--- config.mk ---
export PLATFORM = sky130hd
export DESIGN_NAME = pwm_fade_ctrl
export DESIGN_NICKNAME = d
export VERILOG_FILES = /design/src/rtl/pwm_fade_ctrl.sv
export SDC_FILE = /design/constraint.sdc
export NUM_CORES = 1
export LEC_CHECK = 0
export ABC_CLOCK_PERIOD_IN_PS = 7390
export CELL_PAD_IN_SITES_DETAIL_PLACEMENT = 1
export CELL_PAD_IN_SITES_GLOBAL_PLACEMENT = 2
export CORE_ASPECT_RATIO = 1.5
export CORE_MARGIN = 4
export CORE_UTILIZATION = 39
export DETAILED_ROUTE_END_ITERATION = 8
export PLACE_DENSITY_LB_ADDON = 0.1
export SYNTH_ARGS = -nofsm -noshare
export SYNTH_HDL_FRONTEND = slang
export SYNTH_SLANG_ARGS = --single-unit
--- constraint.sdc ---
create_clock -name clk -period 7.39 [get_ports clk]
set_input_delay 1.8475 -clock clk [delete_from_list [all_inputs] [get_ports clk]]
set_output_delay 1.8475 -clock clk [all_outputs]
set_load 0.005 [all_outputs]
--- src/rtl/pwm_fade_ctrl.sv ---
// rtl/pwm_fade_ctrl.sv - multi-channel PWM fade sequencer (up / hold / down ramp)
//
// Purpose:
//   Sequences a shared brightness level 0 -> max -> hold -> 0 and drives
//   per-channel PWM compare values scaled by each channel's target. Compare
//   updates are committed only on the last clock of a PWM period so that
//   downstream pwm counters never see a mid-period change.
//
// Build option:
//   PWM_FADE_GAMMA_EN - when defined, the level is squared, (lvl*lvl)>>CTR_LEN,
//                       before scaling, giving a perceptual quadratic fade.
//
// Ports:
//   clk          system clock
//   reset_n      asynchronous active-low reset
//   start        1-cycle request to begin a fade sequence (ignored while busy)
//   abort        synchronous stop, forces IDLE and zero compare outputs
//   loop         sampled at start; 1 = repeat the sequence until abort
//   target       per-channel peak compare, ch i at [i*CTR_LEN +: CTR_LEN]
//   step_div     level step every step_div+1 PWM periods
//   hold_len     HOLD lasts hold_len+1 PWM periods
//   compare      per-channel compare to the pwm instances, same packing as target
//   period_tick  high on the last clock of each PWM period
//   busy         high in any state except IDLE
//   done         1-cycle pulse when a ramp-down completes

module pwm_fade_ctrl #(
  parameter int CTR_LEN   = 8,
  parameter int NCH       = 3,
  parameter int PRESC_LEN = 16
) (
  input  logic                   clk,
  input  logic                   reset_n,
  input  logic                   start,
  input  logic                   abort,
  input  logic                   loop,
  input  logic [NCH*CTR_LEN-1:0] target,
  input  logic [PRESC_LEN-1:0]   step_div,
  input  logic [PRESC_LEN-1:0]   hold_len,
  output logic [NCH*CTR_LEN-1:0] compare,
  output logic                   period_tick,
  output logic                   busy,
  output logic                   done
);

  typedef enum logic [1:0] {
    ST_IDLE,
    ST_UP,
    ST_HOLD,
    ST_DOWN
  } state_e;

  localparam logic [CTR_LEN-1:0]   LVL_MAX = '1;
  localparam logic [CTR_LEN-1:0]   C_ONE   = {{(CTR_LEN-1){1'b0}}, 1'b1};
  localparam logic [PRESC_LEN-1:0] P_ONE   = {{(PRESC_LEN-1){1'b0}}, 1'b1};
  localparam logic [2*CTR_LEN-1:0] W_ONE   = {{(2*CTR_LEN-1){1'b0}}, 1'b1};

  state_e                   state_q, state_d;
  logic [CTR_LEN-1:0]       pcnt_q;
  logic [CTR_LEN-1:0]       lvl_q, lvl_d;
  logic [PRESC_LEN-1:0]     step_cnt_q, step_cnt_d;
  logic [PRESC_LEN-1:0]     hold_cnt_q, hold_cnt_d;
  logic [NCH*CTR_LEN-1:0]   tgt_q, tgt_d;
  logic [PRESC_LEN-1:0]     sdiv_q, sdiv_d;
  logic [PRESC_LEN-1:0]     hlen_q, hlen_d;
  logic                     loop_q, loop_d;
  logic [NCH*CTR_LEN-1:0]   compare_q, compare_d;
  logic [NCH*CTR_LEN-1:0]   scaled;
  logic [CTR_LEN-1:0]       lvl_s;
  logic                     step_event;
  logic                     done_c;

  // Product is formed at 2*CTR_LEN bits; (lvl+1) reaches 2^CTR_LEN so the
  // top half of target*(lvl+1) equals target exactly at lvl = max.
  function automatic logic [CTR_LEN-1:0] scale_fn(input logic [CTR_LEN-1:0] t,
                                                  input logic [CTR_LEN-1:0] l);
    logic [2*CTR_LEN-1:0] p;
    p = {{CTR_LEN{1'b0}}, t} * ({{CTR_LEN{1'b0}}, l} + W_ONE);
    return CTR_LEN'(p >> CTR_LEN);
  endfunction

`ifdef PWM_FADE_GAMMA_EN
  logic [2*CTR_LEN-1:0] lvl_sq;
  assign lvl_sq = {{CTR_LEN{1'b0}}, lvl_q} * {{CTR_LEN{1'b0}}, lvl_q};
  assign lvl_s  = CTR_LEN'(lvl_sq >> CTR_LEN);
`else
  assign lvl_s  = lvl_q;
`endif

  // Free-running period counter; shares reset with the pwm instances so
  // period boundaries line up with theirs. Abort never stops it.
  always_ff @(posedge clk or negedge reset_n) begin
    if (!reset_n) begin
      pcnt_q <= '0;
    end else begin
      pcnt_q <= pcnt_q + C_ONE;
    end
  end

  assign period_tick = &pcnt_q;
  assign step_event  = period_tick && (step_cnt_q == sdiv_q);

  always_comb begin
    scaled = '0;
    for (int i = 0; i < NCH; i++) begin
      if (state_q != ST_IDLE) begin
        scaled[i*CTR_LEN +: CTR_LEN] = scale_fn(tgt_q[i*CTR_LEN +: CTR_LEN], lvl_s);
      end
    end
  end

  always_comb begin
    state_d    = state_q;
    lvl_d      = lvl_q;
    step_cnt_d = step_cnt_q;
    hold_cnt_d = hold_cnt_q;
    tgt_d      = tgt_q;
    sdiv_d     = sdiv_q;
    hlen_d     = hlen_q;
    loop_d     = loop_q;
    compare_d  = period_tick ? scaled : compare_q;
    done_c     = 1'b0;

    unique case (state_q)
      ST_IDLE: begin
        if (start) begin
          tgt_d      = target;
          sdiv_d     = step_div;
          hlen_d     = hold_len;
          loop_d     = loop;
          lvl_d      = '0;
          step_cnt_d = '0;
          hold_cnt_d = '0;
          state_d    = ST_UP;
        end
      end
      ST_UP: begin
        if (step_event) begin
          step_cnt_d = '0;
          lvl_d      = lvl_q + C_ONE;
          if (lvl_q == LVL_MAX - C_ONE) begin
            hold_cnt_d = '0;
            state_d    = ST_HOLD;
          end
        end else if (period_tick) begin
          step_cnt_d = step_cnt_q + P_ONE;
        end
      end
      ST_HOLD: begin
        if (period_tick) begin
          if (hold_cnt_q == hlen_q) begin
            step_cnt_d = '0;
            state_d    = ST_DOWN;
          end else begin
            hold_cnt_d = hold_cnt_q + P_ONE;
          end
        end
      end
      ST_DOWN: begin
        if (step_event) begin
          step_cnt_d = '0;
          lvl_d      = lvl_q - C_ONE;
          if (lvl_q == C_ONE) begin
            done_c  = 1'b1;
            state_d = loop_q ? ST_UP : ST_IDLE;
          end
        end else if (period_tick) begin
          step_cnt_d = step_cnt_q + P_ONE;
        end
      end
      default: state_d = ST_IDLE;
    endcase

    // Abort wins over everything, including a start in the same cycle, and
    // clears compare without waiting for a period boundary.
    if (abort) begin
      state_d    = ST_IDLE;
      lvl_d      = '0;
      step_cnt_d = '0;
      hold_cnt_d = '0;
      compare_d  = '0;
      done_c     = 1'b0;
    end
  end

  always_ff @(posedge clk or negedge reset_n) begin
    if (!reset_n) begin
      state_q    <= ST_IDLE;
      lvl_q      <= '0;
      step_cnt_q <= '0;
      hold_cnt_q <= '0;
      tgt_q      <= '0;
      sdiv_q     <= '0;
      hlen_q     <= '0;
      loop_q     <= 1'b0;
      compare_q  <= '0;
    end else begin
      state_q    <= state_d;
      lvl_q      <= lvl_d;
      step_cnt_q <= step_cnt_d;
      hold_cnt_q <= hold_cnt_d;
      tgt_q      <= tgt_d;
      sdiv_q     <= sdiv_d;
      hlen_q     <= hlen_d;
      loop_q     <= loop_d;
      compare_q  <= compare_d;
    end
  end

  assign compare = compare_q;
  assign busy    = (state_q != ST_IDLE);
  assign done    = done_c;

endmodule

# Yosys cells after proc, flatten, opt, wreduce, memory -nomap -nowiden
# Index checks and enable logic that the tools add are counted.
[op_classes] n_reduce_logical=13 eq_ne=16 addsub=6 multipliers=3 muxes=37
[ops] operator="2-to-1 mux 16 bit" n=11
[ops] operator="one-hot mux 16 bit (3 select lines)" n=2
[ops] operator="2-to-1 mux 8 bit" n=7
[ops] operator="2-to-1 mux 24 bit" n=2
[ops] operator="adder 16 x 1 -> 16 bit (second input constant)" n=2
[ops] operator="== test 16 bit" n=2
[ops] operator="multiplier 8 x 16 -> 16 bit" n=2
[ops] operator="inequality test 3 bit (second input constant)" n=8
[ops] operator="one-hot mux 8 bit (3 select lines)" n=1
[ops] operator="adder 8 x 1 -> 8 bit (second input constant)" n=2
[ops] operator="multiplier 8 x 9 -> 16 bit" n=1
[ops] operator="2-to-1 mux 2 bit" n=8
[ops] operator="adder 8 x 1 -> 9 bit (second input constant)" n=1
[ops] operator="== test 8 x 1 -> 1 bit (second input constant)" n=1
[ops] operator="== test 8 bit (second input constant)" n=1
[ops] operator="one-hot mux 2 bit (4 select lines)" n=1
[ops] operator="AND reduction 4 bit" n=2
[ops] operator="AND reduction 8 bit" n=1
[ops] operator="nonzero test 4 bit" n=2
[ops] operator="subtractor 8 x 1 -> 8 bit (second input constant)" n=1
[ops] operator="AND reduction 7 bit" n=1
[ops] operator="AND reduction 6 bit" n=1
[ops] operator="2-to-1 mux 1 bit" n=5
[ops] operator="== test 2 bit (second input constant)" n=2
[ops] operator="other kinds (7)" n=8
[word_totals] word_cells=85 reg_bits=131 input_bits=61

# Logic depth before layout (Yosys ltp)
[logic_depth] word_depth=5 ltp_mapped=21

# Worst setup path before layout
# Ideal clock, no wire load.
[synth_timing] kind="register to register" start="register lvl_q[0]" end="register compare_q[14] (netlist: compare[14])" synth_period_minus_slack_ps=5678 arrival_ps=5557 path_slack_ps=1712 path_stages_with_launch=21 path_cell_list="dfrtp_1 clkbuf_1 inv_1 ha_1 clkbuf_1 nand2_1 fa_1 fa_1 inv_1 fa_1 inv_1 fa_1 inv_1 ha_1 a2111oi_0 o31ai_1 a221oi_2 o21ai_1 o21a_1 or3_1 a32o_1"
[synth_via] elab_chain_cells=5
[synth_lines] element="from (decl)" line="60" rtl="logic [CTR_LEN-1:0] lvl_q, lvl_d;"
[synth_lines] element="from (signal assigned)" line="199" rtl="lvl_q <= lvl_d;"
[synth_lines] element="adder 8 x 1 -> 9 bit" line="78" rtl="p = {{CTR_LEN{1'b0}}, t} * ({{CTR_LEN{1'b0}}, l} + W_ONE);"
[synth_lines] element="multiplier 8 x 16 -> 16 bit" line="78"
[synth_lines] element="2-to-1 mux 8 bit" line="106" rtl="if (state_q != ST_IDLE) begin"
[synth_lines] element="2-to-1 mux 24 bit" line="121" rtl="compare_d = period_tick ? scaled : compare_q;"
[synth_lines] element="2-to-1 mux 24 bit" line="176" rtl="if (abort) begin"
[synth_lines] element="to (signal assigned)" line="206" rtl="compare_q <= compare_d;"
[synth_lines] element="to (decl)" line="67" rtl="logic [NCH*CTR_LEN-1:0] compare_q, compare_d;"
# No other way between the ends. The select of a mux whose other input is x is not followed.
# A chain may end at the register's enable or synchronous reset.

# Final worst setup path
[layout_timing] start="register lvl_q[0]" end="register compare_q[6] (netlist: compare[6])"
# Same word-level chain as after synthesis.

==> run metrics <==
largest net degree at the start of global routing=77; reg2reg path depth=18; 1st-iter DRT viols=286; initial core utilization=0.3932; Synth top area share=0.2628; Clk Latency, worst-skew pair=0.44 ns; cell count after synthesis=1277; worst hold path cell count=1; synthesized flop and latch total=131; fraction of the mapped netlist area in adder cells=0.3009; Max FO, Critical Path=23; hold buffer count at cts=0; reg2reg end=compare[6]$_DFFE_PN0P_; dpl cell area=13780 µm²; Mean Syn Cell Area=9.770 µm²; final setup violation count=0; I/O pin count=88; FMAX=around 150 MHz; hold worst-path end=pcnt_q[3]$_DFF_PN0_; total core area=31730 µm²; ranking of synthesized cells by area=dfrtp_1, fa_1, ha_1, and2_1, mux2_2; combinational cell fraction of total power=0.539; Reg2Reg Setup Slack=0.80 ns; share of layout cells above drive strength 1=0.09084; Setup crit end kind=flop; compound-gate portion of the synthesized area=0.09207; via count=9219; Simple-Gate Fraction of Synth Area=0.1744; RSZ-0062 raised after global routing=no; syn_nets=between 1500 and 2000; final net count=1630; Worst Setup Slack post-DPL=0.6292 ns; fraction of registers with async set or reset after synthesis=1.000; full die area=about 35000 µm²; Post-synth EDFFs=0; Peak supply drop=155.1 µV; vias per cell=5.226; Reg power frac=0.262; fillers=3509; drt total wl=32.43 mm; proportion of synthesized area in mux cells=0.05315; synth cell count leaders=inv_1, and2_1, dfrtp_1, fa_1, ha_1; Synth warnings=0; CTS tree=done; main combinational cell family by area after synthesis=adder cells; # DRC=0; Tmin final=6.591 ns; Leak=7.108 nW; Clock Skews=approximately 0.0075 ns; CTS root buf=clkbuf_16; Tcrit/Tclk final=0.8919; Placer Congestion=0.8152; PortBufs=87; Die Ht=227.1 µm; worst hold path type=reg2reg; xor and xnor area share after synthesis=0.04984; crit path setup slack, layout=0.7986 ns; Critical Setup Path Class=reg2reg; first-pass GRT wire length=54.90 mm; Syn-to-layout area delta=15.53%; detailed-placement wirelength estimate=25.21 mm; Clock Sinks=131; status=finished, final reports clean; via count of the first global-routing pass=10490; Sw Share=0.4515; Final Hold Violating Endpoints=0; synth unique cells=53; clock slew at reported path FFs=around 0.060 ns; WP data required=approximately 7.7 ns; RR Startpoint=lvl_q[0]$_DFFE_PN0P_; Worst Tran Pin Value=1.060 ns; most common cell in the netlist=inv_1; final slew viol count=0; worst hold start=pcnt_q[3]$_DFF_PN0_; Post-CTS Setup Bufs=0; GRT overflow=0; internal power=2.558 mW; mapped cell area=12480 µm²; Global Route Usage Sum=0.1970; slew margin rel.=0.2900; top_reg_cell synth=dfrtp_1; initial antenna violation count=0; startpoint type of the worst setup path=flop; TritonRoute pass-1 iters=4; Antenna diodes=0; Psw=2.105 mW; post-synth top area cell=dfrtp_1; PostCTS Resize Cnt=0; PwrDens=approximately 320 nW/µm²; WL/cell=18.38 µm; Num CTS Buffers=17; clock group share of total power=0.199; clk buf depth=2; MaxCap Viol Count=0; Final Instance Area=14410 µm²; register area=between 3000 and 4000 µm²; Die Width=approximately 150 µm; floorplan row count=80; multi-input logic area=roughly 8400 µm²; htree depth=4; WP data arrival=between 6 and 7 ns; setup_tns=0 ns; post-route ant nets=0; sequential share of the synthesized area=0.2628
==> placed cells by master (no fill, tap or decap), types with 4 or more instances in the layout <==
master             n
inv_1            159
and2_1           133
dfrtp_1          131
fa_1             120
ha_1             108
clkdlybuf4s50_1   86
nand2_1           82
o21ai_0           60
mux2_2            58
nor2_1            45
xor2_1            43
and3_1            30
nand3_1           29
xnor2_1           28
nor2b_1           21
a21oi_1           20
o31ai_1           19
a22o_1            18
clkbuf_16         17
buf_4             16
nand2b_1          11
o41ai_1           11
nor3_1            10
nor4_1             8
or3_1              6
o211ai_1           6
nand4_1            5
a31oi_1            5
nor4_2             4
o21ai_1            4
a22oi_1            4
bufinv_16          4
==> per-stage QoR <==
step / total power [mW] / hold WS, ns / cells / utilization
floorplan: 2.973 / 0.4381 / 1277 / -
global placement: 3.761 / 0.4540 / 1732 / 0.4342
detailed placement: 3.815 / 0.4605 / 1732 / 0.4342
CTS: 4.789 / 0.4686 / 1764 / 0.4542
global route: 5.207 / 0.5012 / 1764 / 0.4542
finish: 4.663 / 0.4640 / 1764 / 0.4542
==> how the worst max path moves through the flow <==
stage	end	cells past startpoint	start	slack, ns
after detailed placement	compare[6]$_DFFE_PN0P_	18	lvl_q[0]$_DFFE_PN0P_	0.63
after global routing	compare[6]$_DFFE_PN0P_	18	lvl_q[0]$_DFFE_PN0P_	0.27
final	compare[6]$_DFFE_PN0P_	18	lvl_q[0]$_DFFE_PN0P_	0.80
after global placement	compare[6]$_DFFE_PN0P_	18	lvl_q[0]$_DFFE_PN0P_	0.87
after CTS	compare[6]$_DFFE_PN0P_	18	lvl_q[0]$_DFFE_PN0P_	0.63
after floorplan	compare[14]$_DFFE_PN0P_	20	lvl_q[0]$_DFFE_PN0P_	1.71
==> logic make-up (layout without fill, tap and decap cells) <==
group | Yosys count | after routing
adder cells (fa/ha/maj) | 228 | 228
multiplexers | 59 | 59
AND/OR/NAND/NOR | 399 | 399
XOR/XNOR | 71 | 71
AO/OA/AOI/OAI | 170 | 170
flip-flops | 131 | 131
buffers and inverters | 219 | 296
==> worst max-delay path, cell delays in order, from the launching register on <==
cell       delay (ns)
dfrtp_1          0.68
inv_1            0.26
ha_1             0.91
nand2_1          0.17
fa_1             0.53
fa_1             0.54
inv_1            0.06
fa_1             0.53
inv_1            0.05
fa_1             0.53
inv_1            0.04
ha_1             0.19
a2111oi_0        0.32
o41ai_1          0.20
a221oi_2         0.44
o21ai_1          0.21
o21a_1           0.23
or3_1            0.30
a32o_1           0.27
==> power by group through the flow <==
stage	logic (mW)	registers, mW	clock network (mW)
after floorplan	1.94	1.03	0
final	2.51	1.22	0.928
after global placement	2.52	1.24	0
after global routing	2.96	1.26	0.988
after CTS	2.60	1.23	0.962
after detailed placement	2.57	1.24	0
==> final cells by class <==
type | count | area share
Clock buffer | 21 | 0.03195
Clock inverter | 11 | 0.01215
Inverter | 160 | 0.04167
Multi-Input combinational cell | 927 | 0.5810
Sequential cell | 131 | 0.2274
Tap cell | 410 | 0.03559
Timing Repair Buffer | 104 | 0.07023
==> sequential cells by signal, indices dropped and copies added, names as in the netlist <==
signal,cells
loop_q,1
state_q,2
tgt_q,24
step_cnt_q,16
hlen_q,16
compare,24
lvl_q,8
pcnt_q,8
sdiv_q,16
hold_cnt_q,16
==> layer usage <==
| metal | track usage | routed length, µm | vias up |
|---|---|---|---|
| met5 | 0 | 0 | - |
| met4 | 0.07041 | 964 | 0 |
| met3 | 0.02834 | 688 | 46 |
| met2 | 0.3764 | 17920 | 102 |
| met1 | 0.2217 | 12850 | 4723 |
| li1 | - | - | 4348 |
Note: power is estimated with default switching activity, not from simulation.
